--- src/rtl/if_fetch_pkg.sv ---
// Shared constants, types and helpers for the MIPS instruction-fetch stage.
package if_fetch_pkg;
    localparam int          STALL_W       = 6;
    localparam int          IF_TO_ID_W    = 33;
    localparam int          BR_W          = 33;
    localparam int          IF_EXCP_W     = 33;
    localparam logic [31:0] RESET_VEC_DEF = 32'hBFC0_0000;
    localparam logic        STOP          = 1'b1;
    localparam logic        NO_STOP       = 1'b0;

    typedef enum logic {
        HOLD_PASS = 1'b0,
        HOLD_HELD = 1'b1
    } hold_state_e;

    function automatic logic pc_misaligned(input logic [31:0] pc);
        return (pc[1:0] != 2'b00);
    endfunction
endpackage

--- src/rtl/if_inst_hold.sv ---
// Keeps the word owned by decode stable while decode is stalled (PASS/HELD).
module if_inst_hold
    import if_fetch_pkg::*;
(
    input  logic        clk,
    input  logic        rst,
    input  logic        stall_id,
    input  logic [31:0] rdata,
    output logic [31:0] inst
);
    hold_state_e state_q;
    logic [31:0] hold_inst_q;

    // Capture the SRAM word on the first stalled edge; release when decode moves on.
    always_ff @(posedge clk or posedge rst) begin
        if (rst) begin
            state_q     <= HOLD_PASS;
            hold_inst_q <= 32'h0000_0000;
        end else begin
            case (state_q)
                HOLD_PASS: begin
                    if (stall_id == STOP) begin
                        state_q     <= HOLD_HELD;
                        hold_inst_q <= rdata;
                    end
                end
                HOLD_HELD: begin
                    if (stall_id == NO_STOP) begin
                        state_q <= HOLD_PASS;
                    end
                end
                default: state_q <= HOLD_PASS;
            endcase
        end
    end

    assign inst = (state_q == HOLD_HELD) ? hold_inst_q : rdata;
endmodule

--- src/rtl/if_fetch.sv ---
// MIPS IF stage: PC register, SRAM request, branch redirect with pending latch.
// Optional misaligned-fetch detection is enabled with IF_ADDR_CHECK_EN.
module if_fetch
    import if_fetch_pkg::*;
#(
    parameter logic [31:0] RESET_VEC = RESET_VEC_DEF
) (
    input  logic                  clk,
    input  logic                  rst,
    input  logic [STALL_W-1:0]    stall,
    input  logic [BR_W-1:0]       br_bus,
    output logic [IF_TO_ID_W-1:0] if_to_id_bus,
    output logic                  inst_sram_en,
    output logic [3:0]            inst_sram_wen,
    output logic [31:0]           inst_sram_addr,
    output logic [31:0]           inst_sram_wdata,
    input  logic [31:0]           inst_sram_rdata,
    output logic [31:0]           if_inst,
    output logic [IF_EXCP_W-1:0]  if_excp_bus
);
    logic        br_e_s;
    logic [31:0] br_addr_s;
    logic [31:0] pc_q, pc_d;
    logic        ce_q;
    logic        br_pend_q;
    logic [31:0] br_pend_addr_q;
    logic [31:0] hold_inst_s;
    logic        adel_s;
    logic        unused_stall_s;

    assign {br_e_s, br_addr_s} = br_bus;
    assign unused_stall_s      = ^stall[STALL_W-1:2];

    always_comb begin
        if (br_e_s) begin
            pc_d = br_addr_s;
        end else if (br_pend_q) begin
            pc_d = br_pend_addr_q;
        end else begin
            pc_d = pc_q + 32'd4;
        end
    end

    // A redirect seen while IF is stalled must survive until the next advance.
    always_ff @(posedge clk or posedge rst) begin
        if (rst) begin
            pc_q           <= RESET_VEC - 32'd4;
            ce_q           <= 1'b0;
            br_pend_q      <= 1'b0;
            br_pend_addr_q <= 32'h0000_0000;
        end else if (stall[0] == NO_STOP) begin
            pc_q      <= pc_d;
            ce_q      <= 1'b1;
            br_pend_q <= 1'b0;
        end else if (br_e_s) begin
            br_pend_q      <= 1'b1;
            br_pend_addr_q <= br_addr_s;
        end
    end

    if_inst_hold u_hold (
        .clk      (clk),
        .rst      (rst),
        .stall_id (stall[1]),
        .rdata    (inst_sram_rdata),
        .inst     (hold_inst_s)
    );

`ifdef IF_ADDR_CHECK_EN
    logic nop_q;

    assign adel_s = ce_q & pc_misaligned(pc_q);

    // The SRAM word returned after a faulting request is replaced by a nop.
    always_ff @(posedge clk or posedge rst) begin
        if (rst) begin
            nop_q <= 1'b0;
        end else begin
            nop_q <= adel_s;
        end
    end

    assign if_excp_bus = (rst || !adel_s) ? 33'd0 : {1'b1, pc_q};
    assign if_inst     = (rst || nop_q) ? 32'h0000_0000 : hold_inst_s;
`else
    assign adel_s      = 1'b0;
    assign if_excp_bus = 33'd0;
    assign if_inst     = rst ? 32'h0000_0000 : hold_inst_s;
`endif

    // Outputs are forced low for the whole reset window.
    assign if_to_id_bus    = rst ? 33'd0 : {ce_q, pc_q};
    assign inst_sram_en    = rst ? 1'b0 : (ce_q & ~adel_s);
    assign inst_sram_addr  = rst ? 32'h0000_0000 : pc_q;
    assign inst_sram_wen   = 4'b0000;
    assign inst_sram_wdata = 32'h0000_0000;
endmodule
--- config.mk ---
export PLATFORM = sky130hd
export DESIGN_NAME = if_fetch
export DESIGN_NICKNAME = d
export VERILOG_FILES = /design/src/rtl/if_fetch_pkg.sv /design/src/rtl/if_inst_hold.sv /design/src/rtl/if_fetch.sv
export SDC_FILE = /design/constraint.sdc
export NUM_CORES = 1
export LEC_CHECK = 0
export ABC_AREA = 1
export BUFFER_PORTS_ARGS = -buffer_cell sky130_fd_sc_hd__buf_4
export CORE_MARGIN = 2
export CORE_UTILIZATION = 45
export CTS_CLUSTER_SIZE = 20
export DETAILED_ROUTE_END_ITERATION = 10
export GPL_TIMING_DRIVEN = 0
export PLACE_DENSITY = 0.73
export SLEW_MARGIN = 15
export SYNTH_ARGS = -nofsm -noshare
export SYNTH_HDL_FRONTEND = slang
export SYNTH_HIERARCHICAL = 1
export SYNTH_SLANG_ARGS = --single-unit
--- constraint.sdc ---
create_clock -name clk -period 2.14 [get_ports clk]
set_input_delay 0.214 -clock clk [delete_from_list [all_inputs] [get_ports clk]]
set_output_delay 0.214 -clock clk [all_outputs]
set_load 0.1 [all_outputs]
==> results by group, run 1 <==
Outcome
  – Status: complete, no violations

Synth
  – Most frequent cells after synthesis: 357 x nand2_1, 106 x buf_4, 102 x inv_1, 97 x nor2_1, 71 x dfrtp_1
  – Yosys top cell area share: 25.05%
  – Main synth FF type: dfrtp_1
  – Number of instances in the synthesized netlist: 1027
  – Ys Warns: 6
  – Top-count cell post-synth: nand2_1
  – Number of register bits inferred by synthesis: 99
  – Count of flip-flops with a built-in enable after synthesis: 0
  – Most area-hungry cell type in the Yosys netlist: dfrtp_1
  – Netlist area before placement: 7092 um2
  – Asr flop ratio synth: 100.0%
  – Synth cell types: 37
  – Synth Area per Inst: 6.905 um2
  – Largest cells by area after synthesis: dfrtp_1 25%, nand2_1 19%, buf_4 11%
  – Share of the yosys chip area belonging to registers: 35.43%

Final layout
  – Number of fill cells in the layout: 1514
  – Antenna cells: 0
  – Area overhead of the layout relative to synthesis: 30.73%
  – Post-layout net count: 1346
  – Final design instance area without fill: 9271 um2
  – Fraction of layout instances using a drive strength above 1: 31.87%

Power and ir drop
  – Power Dens Cells: 798.8 nW/um2
  – Max VDD drop: 0.6227 mV
  – Static leakage power: 5.150 nW
  – Overall power: 7.406 mW

Clock tree
  – Number of resized instances in the post-cts repair step: 0
  – Number of setup buffers added after CTS: 0
  – Clock root buffer: clkbuf_16
  – CTS tree: built
  – Worst skew pair latency: 360 ps
  – Level count of the clock H-tree: 3
  – Number of clock sinks seen by CTS: 99
  – CTS max path bufs: 2
  – Clock-pin transition on the worst setup and hold timing paths: 70 ps
  – Number of buffers created by CTS: 9

Setup path
  – Largest fanout on the critical path: 10
  – Largest delay contributor family on the critical path: buffers and inverters
  – Critical path arrival: 1820 ps
  – Crit Path Class: flop to primary output
  – FF-to-FF setup slack: 290 ps
  – Slowest cell on the critical path: dfrtp_1
  – Critical Path Max Stage Delay: 380 ps
  – Buf+Inv Stages, Crit Path: 6
  – Endpoint required time on the critical path: 1930 ps
  – Critical Path Start Type: flop
  – Sort of element at the end of the critical path: primary output
  – Ordered cell list for the critical path: buf_6, inv_6, buf_12, buf_6, nand2_1, nand2_1, inv_1, nor2_1, buf_4

Detailed routing
  – Detailed-route DRC error count: 0
  – Detailed router's first-iteration violation count: 551
  – Detailed-router iteration count before antenna repair: 7
  – Via count of the routed design: 6972
  – Wire length per cell after detailed routing: 13.41 um
  – Number of nets with antenna violations after routing: 0
  – Detailed Route WL: 19960 um
  – Per-cell via count in the routed design: 4.685

STA
  – Period utilization: 94.92%
  – Worst slew margin relative to its limit: 51.13%
  – Pins over their slew limit: 0
  – Finish-stage setup viols: 0
  – Tmin final: 2031 ps
  – Setup repair after global routing missed its margin: false
  – Final Hold Violating Endpoints: 0
  – Post-route worst hold slack: 91.51 ps
  – Skew final: 12.04 ps
  – Measured slew at the worst slew-check pin: 732.0 ps
  – Max Clock Freq: 0.4923 GHz

Flow run
  – Max-cap violation count: 0

Placement
  – Number of port buffers: 165
  – DP Wirelength: 15340 um
  – Placer Congestion: 0.9433
  – Placed Area: 8922 um2

Min path
  – Path class of the lowest-slack min-delay path: primary input to flop

Die
  – Die Height: 129.5 um
  – Horizontal die dimension: 129.5 um
  – Effective utilization at floorplan: 46.31%
  – Core Rows: 45
  – Die footprint: 16780 um2
  – CORE AREA: 15310 um2
  – Number of primary I/O pins: 240

Global routing
  – Number of antenna violations at the first check in global routing: 0
  – Largest net degree at the start of global routing: 41
  – First-pass GRT wire length: 31300 um
  – Vias in the first global route: 6279
  – Aggregate global routing overflow: 0
  – All-layer global routing usage: 23.76%
cell type report:
cell class                 count  area (um2)  area share (%)
multi-input combinational    740        3371           36.36
sequential                    99        2512           27.10
timing repair buffer         167        1269           13.68
buffer                       151        1115           12.02
inverter                     104       397.9           4.292
tap                          211       264.0           2.848
clock buffer                  11       242.7           2.618
clock inverter                 5       100.1           1.080
cell usage in the layout (no fill, tap or decap), types with 2 or more instances in the layout:
master / n
a21oi_1: 45
and2_1: 3
buf_1: 2
buf_12: 3
buf_2: 13
buf_4: 271
buf_6: 6
bufinv_16: 3
clkbuf_1: 17
clkbuf_16: 9
clkbuf_8: 5
clkinv_2: 2
conb_1: 69
dfrtp_1: 71
dfstp_2: 28
inv_1: 100
mux2_2: 5
nand2_1: 357
nand2_2: 5
nand2_4: 4
nand3_1: 61
nand3_2: 18
nor2_1: 77
nor2_2: 22
nor2_4: 8
o211ai_1: 6
o21ai_0: 42
o21ai_1: 8
xor2_1: 3
tightest hold or removal path: stages:
cell and delay (ps):
buf_4 90, nand3_2 60, nand2_1 60
kinds of logic after synthesis:
| logic type | Yosys count | share of synthesized area, % |
|---|---|---|
| DFF | 99 | 35.43 |
| and+or+nand+nor | 557 | 34.05 |
| adders and majority gates | 1 | 0.1764 |
| muxes | 5 | 0.7939 |
| xor gates and xnor gates | 4 | 0.4941 |
| other | 1 | 0.05288 |
| AOI/OAI and AO/OA | 104 | 7.657 |
| buffers and inverters | 256 | 21.35 |
layer usage:
metal	vias to the layer above	track usage [%]	wire length, um
met5	-	0	0
met4	0	7.717	456
met2	288	38.73	9527
met3	34	4.872	1586
met1	3179	31.81	8387
li1	3471	-	-
worst paths after layout:
check                                              start                                 end  cells after the start
worst max-delay path            u_hold/state_q$_DFF_PP0_                         if_inst[26]                      9
worst min-delay path                  inst_sram_rdata[6]   u_hold/hold_inst_q[6]$_DFFE_PP0P_                      3
worst max register to register       pc_q[3]$_DFFE_PP1N_                pc_q[30]$_DFFE_PP0N_                     10
worst min register to register          ce_q$_DFFE_PP0N_                    ce_q$_DFFE_PP0N_                      2
max in group asynchronous                            rst                 pc_q[4]$_DFFE_PP1N_                      4
min in group asynchronous                            rst  u_hold/hold_inst_q[10]$_DFFE_PP0P_                      2
sequential cells by signal (all words and copies together) (netlist names):
name and cells:
br_pend_addr_q 32, br_pend_q 1, ce_q 1, u_hold/state_q 1
u_hold/hold_inst_q 32, pc_q 32
power breakdown:
| part | internal [mW] | switching, mW |
|---|---|---|
| sequential | 2.16 | 0.182 |
| clock | 1.17 | 0.721 |
| combinational | 0.751 | 2.42 |
| total | 4.08 | 3.32 |
metrics by stage:
step                setup slack, ps  TNS (ps)  instances  utilization (%)
finish                        108.7         0       1488            60.54
global route                  32.03         0       1488            60.54
CTS                           100.6         0       1488            60.54
detailed placement           -99.46    -387.3       1472            58.26
global placement              -1340    -70970       1471            58.11
floorplan                    -481.6    -22200       1095                -
repair_timing:
item	4_1_cts	5_1_grt
endpoints found under the setup margin	23	0
hold buffers	1	0
endpoints found under the hold margin	1	0
(Power assumes the default switching activity.)
==> inputs of run 2 (changes only) <==
==> constraint.sdc (replaced) <==
create_clock -name clk -period 2.14 [get_ports clk]
set_input_delay 0.535 -clock clk [delete_from_list [all_inputs] [get_ports clk]]
set_output_delay 0.535 -clock clk [all_outputs]
set_load 0.1 [all_outputs]
==> run 2 against run 1 <==
Hold slack improved by 220 ps. Cell count is 0.40% higher. Clock-buffer cell count decreased by 1. Highest routed layer unchanged. Sequential power is essentially flat. Critical path type unchanged. Via count increased by 0.72%. First-iteration DRC count shrank 24%. Global-route usage decreased by 0.42 points. Non-clock buffer count up 5. Combinational power rose by 15%. Flip-flop and latch count is the same.
==> results by group, run 2 (synthesis gave the netlist of run 1 again) <==
Setup path
  – FF-to-FF setup slack: 220 ps
  – Largest fanout on the critical path: 10
  – Critical path arrival: 1600 ps
  – Reg-to-reg critical path endpoint: pc_q[24]$_DFFE_PP1N_
  – Critical Path Start Type: flop
  – Worst reg2reg path depth: 11
  – Endpoint required time on the critical path: 1600 ps
  – Startpoint of the most critical register-to-register path: pc_q[2]$_DFFE_PP1N_
  – Sort of element at the end of the critical path: primary output
  – Crit Path Class: flop to primary output

Detailed routing
  – Detailed Route WL: 20380 um
  – Number of nets with antenna violations after routing: 0
  – Per-cell via count in the routed design: 4.700
  – Detailed router's first-iteration violation count: 420
  – Wire length per cell after detailed routing: 13.64 um
  – Detailed-route DRC error count: 0
  – Via count of the routed design: 7022
  – Detailed-router iteration count before antenna repair: 5

Outcome
  – Status: complete, no violations

Clock tree
  – CTS tree: built
  – Number of clock sinks seen by CTS: 99
  – Clock-pin transition on the worst setup and hold timing paths: 70 ps
  – Level count of the clock H-tree: 3
  – Clock root buffer: clkbuf_16
  – CTS max path bufs: 2
  – Worst skew pair latency: 340 ps
  – Number of buffers inserted by hold repair at cts: 0
  – Number of buffers created by CTS: 9

Die
  – Effective utilization at floorplan: 46.31%
  – Number of primary I/O pins: 240
  – CORE AREA: 15310 um2
  – Die footprint: 16780 um2
  – Horizontal die dimension: 129.5 um
  – Die Height: 129.5 um
  – Core Rows: 45

Final layout
  – Commonest non-fill, non-tap cells in the layout: 354 x nand2_1, 192 x buf_4, 98 x inv_1
  – Fraction of layout instances using a drive strength above 1: 36.63%
  – Antenna cells: 0
  – Number of fill cells in the layout: 1297
  – Post-layout instance count excluding filler cells: 1494
  – Most common cell after layout, fill and taps aside: nand2_1
  – Area overhead of the layout relative to synthesis: 48.73%
  – Largest registers: br_pend_addr_q: 32 flops, pc_q: 32 flops, u_hold/hold_inst_q: 32 flops
  – Post-layout net count: 1352
  – Core Util, Final: 68.87%

STA
  – Tmin final: 2135 ps
  – Finish-stage setup viols: 0
  – Worst Slack Setup Final: 5.326 ps
  – Skew final: 6.562 ps
  – Worst slew margin relative to its limit: 52.73%
  – Measured slew at the worst slew-check pin: 708.0 ps
  – Pins over their slew limit: 0
  – Max Clock Freq: 0.4685 GHz
  – Period utilization: 99.75%
  – Final Hold Violating Endpoints: 0

Power and ir drop
  – Static leakage power: 5.446 nW
  – Power Dens Cells: 713.8 nW/um2
  – Max VDD drop: 0.3752 mV

Global routing
  – Number of antenna violations at the first check in global routing: 0
  – All-layer global routing usage: 23.34%
  – Largest net degree at the start of global routing: 37
  – Aggregate global routing overflow: 0
  – First-pass GRT wire length: 31150 um
  – Vias in the first global route: 6369

Min path
  – Min-Delay Endpoint: u_hold/state_q$_DFF_PP0_
  – Path class of the lowest-slack min-delay path: primary input to flop
  – Hold depth: 1
  – Hold Crit Start: stall[1]

Flow run
  – Max-cap violation count: 0

Placement
  – Instance count after placement with tap cells included: 1472
  – Placer Congestion: 0.8770
  – Number of port buffers: 165
  – Setup WS pre-CTS: -44.97 ps
  – DP Wirelength: 15210 um
[run 2: cell count changes in the layout (fill, tap and decap cells not counted), sizes merged]
cell and change:
dlygate4sd3 -1, inv -1, clkinv +2, clkinvlp +4
clkbuf +2, buf +3, bufinv -3
[run 2: timing repair]
action,CTS,global route
pin swaps,0,5
resized for setup,49,76
buffers inserted,0,4
gates cloned,0,3
setup endpoints to repair,34,51
endpoints found under the hold margin,0,0
[run 2: how the worst max path moves through the flow]
stage                                   from             endpoint  depth (start not counted)
finish              u_hold/state_q$_DFF_PP0_          if_inst[10]                          8
global placement                         rst  pc_q[0]$_DFFE_PP0P_                          4
floorplan           u_hold/state_q$_DFF_PP0_           if_inst[6]                          8
global route        u_hold/state_q$_DFF_PP0_          if_inst[10]                          8
detailed placement                       rst          if_inst[21]                          4
CTS                 u_hold/state_q$_DFF_PP0_           if_inst[6]                          8
[run 2: routing by layer]
metal / up-vias / global-route usage, % / wire [um]
met1: 3192 / 31.08 / 8488
met5: - / 0 / 0
met4: 0 / 8.665 / 563
met3: 38 / 3.881 / 1623
li1: 3497 / - / -
met2: 295 / 38.39 / 9707
[run 2: metrics by stage]
stage	setup TNS [ps]	hold slack [ps]	total power, mW	instance area (um2)
2_1_floorplan	-8817	441.7	5.230	8230
3_3_place_gp	-2215	453.4	5.793	9733
3_5_place_dp	-176.3	459.0	5.830	9753
4_1_cts	-4.221	300.2	7.409	10190
5_1_grt	-210.8	308.5	7.836	10550
6_report	0	311.0	7.529	10550
[run 2: critical path, cell delays in order (launching register included)]
cell	delay, ps
dfrtp_1	380
buf_6	150
clkinv_8	80
buf_8	130
nand2_1	50
nand2_1	60
inv_1	70
nor2_4	100
buf_6	230
[run 2: layout make-up]
type,instances,area [um2],share of cell area [%]
plain buffers,151,1618,15.34
well taps,211,264.0,2.503
flip-flops and latches,99,2512,23.82
inverters,104,406.6,3.855
clock inverters,6,41.29,0.3915
repair buffers,172,1674,15.87
multi-input cells,740,3784,35.87
repair inverters,1,8.758,0.08304
clock buffers,10,239.0,2.266
[run 2: where the power goes]
part,switching (mW),internal [mW]
combinational,2.58,1.05
sequential,0.189,2.16
clock,0.727,0.819
==> inputs of run 3 (changes only) <==
PLACE_DENSITY = 0.83   (was 0.73)
SETUP_SLACK_MARGIN = 0.1   (was unset)
==> run 3 against run 2 <==
Cell count grew 1.4%. Sequential share of layout area shrank 2.1 points. Core utilization grew 6.6 points. Critical path type unchanged. Clock power grew 12%. Highest routed layer unchanged. Register-to-register slack is essentially flat. The flow now finishes with violations (setup timing). Cell area grew 9.6%. Maximum frequency shrank 6.1%. Power grew 8.0%. Critical path depth grew 1.
==> results by group, run 3 (synthesis gave the netlist of run 1 again) <==
Outcome
  – Status: complete, but fails checks
  – Violated checks: setup timing

Placement
  – Placer Congestion: 0.9403
  – Placed Area: 9763 um2
  – DP Wirelength: 15600 um
  – Instance count after placement with tap cells included: 1472
  – Number of port buffers: 165
  – Setup WS pre-CTS: -6.264 ps

Die
  – Die Height: 129.5 um
  – Die footprint: 16780 um2
  – CORE AREA: 15310 um2
  – Number of primary I/O pins: 240
  – Core Rows: 45
  – Effective utilization at floorplan: 46.31%
  – Horizontal die dimension: 129.5 um

STA
  – Post-route worst hold slack: 305.5 ps
  – Max Clock Freq: 0.4401 GHz
  – Measured slew at the worst slew-check pin: 740.4 ps
  – Worst slew margin relative to its limit: 50.54%
  – Setup repair after global routing missed its margin: true
  – Worst Slack Setup Final: -132.2 ps
  – Finish-stage setup viols: 31
  – Pins over their slew limit: 0
  – Skew final: 7.657 ps
  – Period utilization: 106.2%
  – Final Hold Violating Endpoints: 0
  – Tmin final: 2272 ps

Setup path
  – FF-to-FF setup slack: 220 ps
  – Critical Path Max Stage Delay: 380 ps
  – Worst reg2reg path depth: 11
  – Crit Path Class: flop to primary output
  – Sort of element at the end of the critical path: primary output
  – Slowest cell on the critical path: dfrtp_1
  – Critical path arrival: 1740 ps
  – Ordered cell list for the critical path: buf_6, inv_6, buf_12, clkbuf_16, nand2_1, nand2_1, inv_1, nor2_2, buf_12
  – Critical Path Start Type: flop
  – Reg-to-reg critical path endpoint: pc_q[28]$_DFFE_PP1N_
  – Endpoint required time on the critical path: 1600 ps
  – Largest fanout on the critical path: 5
  – Startpoint of the most critical register-to-register path: pc_q[2]$_DFFE_PP1N_

Clock tree
  – Number of buffers created by CTS: 9
  – Number of buffers inserted by hold repair at cts: 0
  – Number of clock sinks seen by CTS: 99
  – Level count of the clock H-tree: 3
  – Clock root buffer: clkbuf_16
  – Worst skew pair latency: 350 ps
  – Clock-pin transition on the worst setup and hold timing paths: 70 ps
  – CTS max path bufs: 2
  – CTS tree: built

Final layout
  – Post-layout instance count excluding filler cells: 1515
  – Final design instance area without fill: 11560 um2
  – Post-layout net count: 1373
  – Most common cell after layout, fill and taps aside: nand2_1
  – Area overhead of the layout relative to synthesis: 62.99%
  – Antenna cells: 0
  – Largest registers: br_pend_addr_q: 32 flops, pc_q: 32 flops, u_hold/hold_inst_q: 32 flops
  – Commonest non-fill, non-tap cells in the layout: 309 x nand2_1, 163 x buf_4, 96 x buf_12
  – Fraction of layout instances using a drive strength above 1: 42.94%

Detailed routing
  – Wire length per cell after detailed routing: 15.87 um
  – Detailed-route DRC error count: 0
  – Via count of the routed design: 7644
  – Detailed router's first-iteration violation count: 684
  – Detailed Route WL: 24050 um
  – Number of nets with antenna violations after routing: 0
  – Per-cell via count in the routed design: 5.046
  – Detailed-router iteration count before antenna repair: 5

Min path
  – Hold depth: 1
  – Min-Delay Endpoint: u_hold/state_q$_DFF_PP0_
  – Path class of the lowest-slack min-delay path: primary input to flop
  – Hold Crit Start: stall[1]

Flow run
  – Max-cap violation count: 0

Global routing
  – Number of antenna violations at the first check in global routing: 0
  – Aggregate global routing overflow: 0
  – Largest net degree at the start of global routing: 35
  – All-layer global routing usage: 26.42%
  – Vias in the first global route: 7126
  – First-pass GRT wire length: 35090 um

Power and ir drop
  – Power Dens Cells: 703.8 nW/um2
  – Max VDD drop: 0.4704 mV
  – Static leakage power: 5.783 nW
[run 3: per-stage QoR]
| stage | TNS [ps] | util (%) | power [mW] |
|---|---|---|---|
| final | -1595 | 75.47 | 8.135 |
| after floorplan | -3533 | - | 5.234 |
| after detailed placement | -12.57 | 63.75 | 5.835 |
| after CTS | -1232 | 72.43 | 7.906 |
| after global routing | -3355 | 75.47 | 8.406 |
| after global placement | -1786 | 63.62 | 5.786 |
[run 3: worst max-delay path by stage]
stage | startpoint | to | cells after the start
after global placement | rst | br_pend_addr_q[3]$_DFFE_PP0P_ | 4
after detailed placement | rst | if_inst[5] | 4
after global routing | u_hold/state_q$_DFF_PP0_ | if_inst[14] | 9
after floorplan | u_hold/state_q$_DFF_PP0_ | if_inst[10] | 8
after CTS | u_hold/state_q$_DFF_PP0_ | if_inst[26] | 9
final | u_hold/state_q$_DFF_PP0_ | if_inst[10] | 9
[run 3: layout make-up]
cell class	count	area (um2)
Clock inverter	5	77.57
Timing Repair Buffer	193	2450
Sequential cell	99	2512
Multi-Input combinational cell	740	3961
Inverter	104	401.6
Clock buffer	11	232.7
Fill cell	1022	3756
Tap cell	211	264.0
Buffer	152	1659
[run 3: worst max-delay path: cells and delay by family (launching register included)]
kind	cells	cell delay [ps]
and+or+nand+nor	3	270
DFF	1	380
buffers and inverters	6	740
[run 3: layer usage]
layer	part of all wire (%)	routed length [um]	up-vias	GRT usage [%]
met2	50	11930	452	44.80
li1	-	-	3538	-
met5	0	0	-	0
met3	8.5	2046	100	4.088
met1	38	9039	3554	33.32
met4	4.3	1035	0	12.02
[run 3: timing repair]
item / CTS / global route
endpoints found under the setup margin: 95 / 53
pin swaps: 7 / 28
gates resized for setup: 237 / 98
buffers inserted: 10 / 12
gates cloned: 1 / 4
[run 3: report_power, final]
part,total (mW),switching (mW),internal [mW]
combinational,4.04,2.74,1.30
clock,1.73,0.711,1.02
sequential,2.36,0.195,2.16
